**src/rtl/multi_edge_detector.sv**
```systemverilog
`default_nettype none
// ============================================================================
//  Module      : multi_edge_detector
//  Description : Multi-channel edge detector for asynchronous or noisy
//                single-bit inputs. Each channel is synchronised, debounced
//                and edge-decoded according to its own mode. Every channel
//                produces a one-cycle pulse and a write-1-to-clear sticky
//                flag. All channels feed one shared saturating event counter.
//  Ports       :
//    clk      in   1          rising-edge clock
//    reset    in   1          synchronous reset, active low (0 = reset)
//    din      in   WIDTH      raw asynchronous channel inputs
//    mode     in   2*WIDTH    mode[2i+1:2i]: 00 off, 01 rise, 10 fall, 11 both
//    clear    in   WIDTH      write-1-to-clear for sticky[i]
//    cnt_clr  in   1          clears evt_cnt (events in the same cycle still count)
//    level    out  WIDTH      debounced, synchronised level per channel
//    pulse    out  WIDTH      one-cycle pulse per detected, enabled edge
//    sticky   out  WIDTH      latched event flags
//    any_evt  out  1          registered OR of the events behind pulse
//    evt_cnt  out  CNT_W      saturating total of detected events
//  Revision    : 1.0  initial release
// ============================================================================
module multi_edge_detector #(
    parameter int WIDTH       = 4,
    parameter int SYNC_STAGES = 2,
    parameter int DEB_CYCLES  = 4,
    parameter int CNT_W       = 8
) (
    input  logic                 clk,
    input  logic                 reset,
    input  logic [WIDTH-1:0]     din,
    input  logic [2*WIDTH-1:0]   mode,
    input  logic [WIDTH-1:0]     clear,
    input  logic                 cnt_clr,
    output logic [WIDTH-1:0]     level,
    output logic [WIDTH-1:0]     pulse,
    output logic [WIDTH-1:0]     sticky,
    output logic                 any_evt,
    output logic [CNT_W-1:0]     evt_cnt
);

    // Debounce counter only needs to reach DEB_CYCLES-1; keep at least 1 bit.
    localparam int c_DCNT_W = (DEB_CYCLES > 1) ? $clog2(DEB_CYCLES) : 1;
    localparam int c_POP_W  = $clog2(WIDTH + 1);
    localparam int c_SUM_W  = CNT_W + c_POP_W;

    localparam logic [c_DCNT_W-1:0] c_DCNT_LAST = c_DCNT_W'(DEB_CYCLES - 1);
    localparam logic [c_SUM_W-1:0]  c_SAT       = {{c_POP_W{1'b0}}, {CNT_W{1'b1}}};

    // ------------------------------------------------------------------
    // Synchroniser chain; stage SYNC_STAGES-1 is the usable sample.
    // ------------------------------------------------------------------
    logic [WIDTH-1:0] r_sync [SYNC_STAGES];
    logic [WIDTH-1:0] w_s;

    always_ff @(posedge clk) begin
        if (!reset) begin
            for (int k = 0; k < SYNC_STAGES; k++) begin
                r_sync[k] <= '0;
            end
        end else begin
            r_sync[0] <= din;
            for (int k = 1; k < SYNC_STAGES; k++) begin
                r_sync[k] <= r_sync[k-1];
            end
        end
    end

    assign w_s = r_sync[SYNC_STAGES-1];

    // ------------------------------------------------------------------
    // Per-channel debounce and edge decode
    // ------------------------------------------------------------------
    logic [WIDTH-1:0] r_level;
    logic [WIDTH-1:0] w_level_nxt;
    logic [WIDTH-1:0] w_ev;

    for (genvar i = 0; i < WIDTH; i++) begin : g_ch
        logic [c_DCNT_W-1:0] r_dcnt;
        logic                w_diff;
        logic                w_upd;

        assign w_diff = w_s[i] ^ r_level[i];
        // Level is accepted on the DEB_CYCLES-th consecutive mismatching edge.
        assign w_upd  = w_diff && (r_dcnt == c_DCNT_LAST);

        always_ff @(posedge clk) begin
            if (!reset) begin
                r_dcnt <= '0;
            end else if (!w_diff || w_upd) begin
                r_dcnt <= '0;
            end else begin
                r_dcnt <= r_dcnt + 1'b1;
            end
        end

        assign w_level_nxt[i] = w_upd ? w_s[i] : r_level[i];

        // On an update the new level is w_s, so w_s==1 means a rising edge.
        assign w_ev[i] = w_upd & ((w_s[i] & mode[2*i]) | (~w_s[i] & mode[2*i+1]));
    end

    // ------------------------------------------------------------------
    // Shared saturating event counter
    // ------------------------------------------------------------------
    logic [c_POP_W-1:0] w_pop;
    logic [c_SUM_W-1:0] w_base;
    logic [c_SUM_W-1:0] w_sum;
    logic [CNT_W-1:0]   w_cnt_nxt;
    logic [CNT_W-1:0]   r_cnt;

    always_comb begin
        w_pop = '0;
        for (int i = 0; i < WIDTH; i++) begin
            w_pop = w_pop + c_POP_W'(w_ev[i]);
        end
    end

    // Sum is widened so adding up to WIDTH events can never wrap.
    assign w_base    = cnt_clr ? '0 : {{c_POP_W{1'b0}}, r_cnt};
    assign w_sum     = w_base + {{CNT_W{1'b0}}, w_pop};
    assign w_cnt_nxt = (w_sum > c_SAT) ? {CNT_W{1'b1}} : w_sum[CNT_W-1:0];

    // ------------------------------------------------------------------
    // Output registers
    // ------------------------------------------------------------------
    logic [WIDTH-1:0] r_pulse;
    logic [WIDTH-1:0] r_sticky;
    logic             r_any;

    always_ff @(posedge clk) begin
        if (!reset) begin
            r_level  <= '0;
            r_pulse  <= '0;
            r_sticky <= '0;
            r_any    <= 1'b0;
            r_cnt    <= '0;
        end else begin
            r_level  <= w_level_nxt;
            r_pulse  <= w_ev;
            // A new event beats a simultaneous clear so nothing is lost.
            r_sticky <= w_ev | (r_sticky & ~clear);
            r_any    <= |w_ev;
            r_cnt    <= w_cnt_nxt;
        end
    end

    assign level   = r_level;
    assign pulse   = r_pulse;
    assign sticky  = r_sticky;
    assign any_evt = r_any;
    assign evt_cnt = r_cnt;

endmodule
`default_nettype wire

```
**config.mk**
```make
export PLATFORM = sky130hd
export DESIGN_NAME = multi_edge_detector
export DESIGN_NICKNAME = d
export VERILOG_FILES = /design/src/rtl/multi_edge_detector.sv
export SDC_FILE = /design/constraint.sdc
export NUM_CORES = 1
export LEC_CHECK = 0
export CAP_MARGIN = 10
export CORE_MARGIN = 4
export CORE_UTILIZATION = 30
export CTS_CLUSTER_DIAMETER = 60
export DETAILED_ROUTE_END_ITERATION = 10
export GPL_ROUTABILITY_DRIVEN = 0
export PLACE_DENSITY = 0.61
export SYNTH_ARGS = -nofsm -noshare
export SYNTH_HDL_FRONTEND = slang
export SYNTH_SLANG_ARGS = --single-unit
```
**constraint.sdc**
```tcl
create_clock -name clk -period 3.2 [get_ports clk]
set_input_delay 0.64 -clock clk [delete_from_list [all_inputs] [get_ports clk]]
set_output_delay 0.64 -clock clk [all_outputs]
set_load 0.03 [all_outputs]
```
### Yosys cells after proc, flatten, opt, wreduce, memory -nomap -nowiden

Memory sizes are Yosys's and may differ from the RTL's.
Cells that the tools add are included.

* memories kept: 1
* bits in writable memories: 8
* bits in registers: 29
* word-level logic and storage cells: 79
* output and inout port bits: 21

Memory list
* r_sync: depth 2, width 4, read ports 2, clocked after memory_dff 0, wr ports 2, RTL line 53 `logic [WIDTH-1:0] r_sync [SYNC_STAGES];`

* eq/ne operators: 4
* add/sub/neg operators: 8
* bitwise gates (word level): 30
* magnitude comparators: 1
* reductions and logical operators: 17
* multiplexer cells: 6

Operator list (number)
* $mux 8: 2
* $and 1x1->1: 12
* $add 8x3->9: 1
* $gt 9x8->1 const B: 1
* $add 2x1->2 const B: 4
* $eq 2x2->1 const B: 4
* $mux 4: 2
* $reduce_or 2->1: 4
* $or 1x1->1: 6
* $not 1->1: 5
* $and 4x4->4: 1
* $logic_and 1x1->1: 4
* $logic_not 1->1: 4
* $logic_or 1x1->1: 4
* $not 4->4: 1
* $or 4x4->4: 1
* $reduce_or 4->1: 1
* $xor 1x1->1: 4
* $add 2x1->3: 1
* $add 3x1->3: 1
* $add 1x1->2: 1
* $mux 1: 2

### Logic depth before layout (Yosys ltp)

An unclocked memory read counts as a cell.

* depth in word-level cells: 11
* depth in mapped cells: 13

### Least setup slack after synthesis

OpenSTA, ideal clock, no wires.

* path type: register to register
* from: register r_level[0], in the netlist level[0]
* to: register r_cnt[4], in the netlist evt_cnt[4]
* buffers on the path: 0
* stages on the path, launching flop included: 13
* data arrival time: 2719 ps
* library setup time: 70 ps
* path slack: 411 ps
* clock period less this slack: 2789 ps
* path through: dfxtp_1 > nor2b_1 > a22o_1 > nand2_1 > inv_1 > fa_1 > inv_1 > fa_1 > inv_1 > fa_1 > nand3_1 > xor2_1 > a21oi_1

* word-level cells in the longest chain between the ends: 9

RTL lines
* from (decl): RTL line 74 `logic [WIDTH-1:0] r_level;`
* from (signal assigned): RTL line 139 `r_level <= w_level_nxt;`
* $xor 1x1->1 *: RTL line 83 `assign w_diff = w_s[i] ^ r_level[i];`
* $logic_and 1x1->1 *: RTL line 85 `assign w_upd = w_diff && (r_dcnt == c_DCNT_LAST);`
* $and 1x1->1 *: RTL line 100 `assign w_ev[i] = w_upd & ((w_s[i] & mode[2*i]) | (~w_s[i] & mode[2*i+1]));`
* named net w_ev[0]: RTL line 76 `logic [WIDTH-1:0] w_ev;`
* $add 1x1->2 *: RTL line 115 `w_pop = w_pop + c_POP_W'(w_ev[i]);`
* $add 2x1->3 *: RTL line 115
* $add 3x1->3 *: RTL line 115
* $add 8x3->9 *: RTL line 121 `assign w_sum = w_base + {{CNT_W{1'b0}}, w_pop};`
* $gt 9x8->1: RTL line 122 `assign w_cnt_nxt = (w_sum > c_SAT) ? {CNT_W{1'b1}} : w_sum[CNT_W-1:0];`
* $mux 8 *: RTL line 122
* to (signal assigned): RTL line 144 `r_cnt <= w_cnt_nxt;`
* to (decl): RTL line 110 `logic [CNT_W-1:0] r_cnt;`

Mark *: on every way through the listed nets, which the timed path passes. The rest lies on a longest branch.
A chain may end at the register's enable or synchronous reset.

### Final worst setup path

* from: input port mode[0]
* to: register r_cnt[4], in the netlist evt_cnt[4]

* word-level cells in the longest chain between the ends: 9

RTL lines
* from (decl): RTL line 32 `input logic [2*WIDTH-1:0] mode,`
* $and 1x1->1 *: RTL line 100
* $or 1x1->1 *: RTL line 100
* $and 1x1->1 *: RTL line 100
* named net w_ev[0]: RTL line 76
* $add 1x1->2 *: RTL line 115
* $add 2x1->3 *: RTL line 115
* $add 3x1->3 *: RTL line 115
* $add 8x3->9 *: RTL line 121
* $gt 9x8->1: RTL line 122
* $mux 8 *: RTL line 122

Marks and branches as above.

==> results.ini <==
[run_status]
run_status = finished clean

[die]
floorplan.die_area_um2 = 6089
starting_density_pct = 31.15
floorplan.die.width_um = 78.04
num_io_pins = 40
row_count = 25
die-height_um = 78.04
core_area_um2 = 4723

[global_route]
grt_max_degree = 24
grt_pass1_vias = 1050
grt_pass1_wl_mm = 4.733
number_of_antenna_violations_at_the_first_check_in_global_routing = 0
grt_overflow_total = 0
track_usage_pct = 9.908

[clock_tree]
clockBufferDepth = 2
tritoncts = yes
clock_latency_ns = 0.28
post_cts_buffers = 0
htree_levels = 2
cts_root_buf = sky130_fd_sc_hd__clkbuf_8
tritoncts_num_sinks = 37
holdBufCountCts = 0
cts.clk_slew.worst_paths_ns = 0.07
clock_buffer_count_from_cts = 5
ctsResizeCount = 0

[final_layout]
syn_to_final_growth_pct = 39.80
antennaDiodeCount = 0
num-nets-final = 219
final_layout_size_suffix_gt1_share_pct = 8.377

[setup_path]
critPathLaunchType = input port
critical-path-max-stage-delay_ns = 0.53
critical-path-top-delay-family = adder cells
cp_data_required_time_ns = 3.41
timing_worst_setup_path_type = in -> reg
critPathBufInv = 4
timing.critical_path.fanout_max = 7
arrival_time_reported_for_the_critical_path_endpoint_ns = 3.16
crit_chain = clkdlybuf4s50_1, a22o_1, nand2_1, inv_1, fa_1, inv_1, fa_1, inv_1, fa_1, nand3_1, xor2_1, a21oi_1
cpMaxStageDelayCell = sky130_fd_sc_hd__fa_1
crit_path_end_kind = flip-flop

[drt]
vias = 1108
route.detailed.drc = 0
wirelength_mm = 2.831
post_drt_via_cell_ratio = 4.295
count_of_antenna_violating_nets_left_after_detailed_routing = 0
detail_route.iter0.violations = 18
detail_route.first_pass.iterations = 4
wire_per_inst_um = 10.97

[worst_hold_path]
min-delay-path-class = reg -> reg

[sta]
finalHoldWorstSlack_ns = 0.4320
worst_slew_margin_rel_pct = 53.80
final_critical_path_setup_slack_ns = 0.2546
hold_violations = 0
finalMaxSlewViolations = 0
finClkSkew_ns = 0.006425
unrepaired_setup_endpoints_after_global_routing = no
layout_worst_path_cycle_share_pct = 92.04
timing.final.crit_period_ns = 2.945
max_freq_mhz = 339.5
report.final.setup_viol = 0
worst_slew_pin_slew_ns = 0.6922

[synthesis]
simple_gate_fraction_of_synth_area_pct = 23.81
synth_area_per_cell_um2 = 10.29
synth-seq-area-share_pct = 50.34
synth_unique_cells = 31
post_synth_xor_area_fraction_pct = 2.381
yosys.area_share.adder_pct = 9.184
synth_cells = 143
synth_top_family_by_area = simple AND/OR/NAND/NOR gates
synth_warnings = 0
postSynthNetCount = 171
synth_area_um2 = 1471
synthesized_area_fraction_occupied_by_ao_oa_aoi_and_oai_cells_pct = 8.503
ys_seq_elements = 37
yosys-mux-area-fraction_pct = 3.401

[pwr]
vdd_drop_max_v = 0.0001922
power.static_leakage_nw = 0.8018
cellPowerDensity_nw_per_um2 = 403.0

[placement]
place.port_buffers = 39
place.detailed.hpwl_mm = 2.063
dp_worst_setup_slack_ns = -0.06324

[job]
drv_cap = 0

[state kept, by name, summed over array words and instances (netlist names)]
register,flops
pulse,4
sticky,4
any_evt,1
evt_cnt,8
r_sync,8
g_ch.r_dcnt,8
level,4
[worst paths after layout]
check	startpoint	to	slack [ns]	cells past startpoint
worst max-delay path	mode[0]	evt_cnt[4]	0.25	12
worst min-delay path	r_sync[0][1]	r_sync[0][5]	0.43	1
worst max register to register	r_sync[0][4]	evt_cnt[4]	0.55	12
worst min register to register	r_sync[0][1]	r_sync[0][5]	0.43	1
[metal layers]
layer | share of wire [%] | global-route usage, % | routed length, µm
met3 | 7.7 | 3.784 | 218
met4 | 1.9 | 6.119 | 55
met5 | 0 | 0 | 0
met1 | 48 | 12.23 | 1355
met2 | 42 | 14.47 | 1202
[synthesized netlist by cell type]
cell type,n,area share [%]
sky130_fd_sc_hd__dfxtp_1,37,50
sky130_fd_sc_hd__nor2_1,11,2.8
sky130_fd_sc_hd__a21oi_1,10,3.4
sky130_fd_sc_hd__and2_1,8,3.4
sky130_fd_sc_hd__nor2b_1,8,3.4
sky130_fd_sc_hd__nand2_1,7,1.8
sky130_fd_sc_hd__ha_1,6,5.1
sky130_fd_sc_hd__inv_1,6,1.5
sky130_fd_sc_hd__nand2b_1,6,2.6
sky130_fd_sc_hd__mux2i_1,5,3.4
sky130_fd_sc_hd__nor4_1,4,1.7
sky130_fd_sc_hd__nor4b_1,4,2.4
sky130_fd_sc_hd__fa_1,3,4.1
sky130_fd_sc_hd__nand3_1,3,1.0
sky130_fd_sc_hd__o21ai_0,3,1.0
sky130_fd_sc_hd__xor2_1,3,1.8
sky130_fd_sc_hd__a22o_1,2,1.2
sky130_fd_sc_hd__a31oi_1,2,0.85
sky130_fd_sc_hd__clkbuf_1,2,0.51
sky130_fd_sc_hd__nand3b_1,2,1.0
sky130_fd_sc_hd__a41oi_1,1,0.60
sky130_fd_sc_hd__and3b_1,1,0.60
sky130_fd_sc_hd__and4_4,1,0.77
sky130_fd_sc_hd__and4b_2,1,0.77
sky130_fd_sc_hd__buf_2,1,0.34
sky130_fd_sc_hd__nand3_2,1,0.68
sky130_fd_sc_hd__nor2b_2,1,0.60
sky130_fd_sc_hd__nor3_1,1,0.34
sky130_fd_sc_hd__o2111ai_1,1,0.60
sky130_fd_sc_hd__o211ai_2,1,0.85
sky130_fd_sc_hd__xnor2_1,1,0.60
[area by class of cell]
| type | instances | area, µm² |
|---|---|---|
| multi-input combinational | 97 | 695.7 |
| clock buffer | 7 | 86.33 |
| timing repair buffer | 44 | 427.9 |
| sequential | 37 | 740.7 |
| fill | 482 | 2666 |
| tap | 67 | 83.83 |
| inverter | 6 | 22.52 |
[per-stage QoR]
stage / TNS (ns) / utilization, % / cell area (µm²) / std cells / total power, mW
6_report: 0 / 43.55 / 2057 / 258 / 0.8289
5_1_grt: 0 / 43.55 / 2057 / 258 / 0.8664
4_1_cts: 0 / 43.55 / 2057 / 258 / 0.8449
3_5_place_dp: -0.09101 / 41.72 / 1971 / 251 / 0.5205
3_3_place_gp: -0.08788 / 41.72 / 1971 / 251 / 0.5203
2_1_floorplan: 0 / - / 1471 / 143 / 0.4947
[cell usage in the layout, fill, tap and decap left out, drive strengths merged, types with 7 or more instances in the layout]
master	Yosys	routed
nor2	11	11
and2	8	8
dfxtp	37	37
nor2b	9	9
clkdlybuf4s50	0	39
a21oi	10	10
clkbuf	2	7
nand2	7	7
[kinds of logic (layout without fill, tap and decap cells)]
| group | Yosys count | after routing |
|---|---|---|
| and+or+nand+nor | 59 | 59 |
| DFF | 37 | 37 |
| AOI/OAI and AO/OA | 20 | 20 |
| adders and majority gates | 9 | 9 |
| buffers and inverters | 9 | 57 |
| muxes | 5 | 5 |
| xor gates and xnor gates | 4 | 4 |
[power breakdown]
part | internal, mW | leakage (nW) | switching [mW]
sequential | 0.467 | 0.300 | 0.00286
clock | 0.171 | 0.0443 | 0.149
combinational | 0.0263 | 0.458 | 0.0137
total | 0.664 | 0.802 | 0.165
Power figures use the tool's default switching activity.
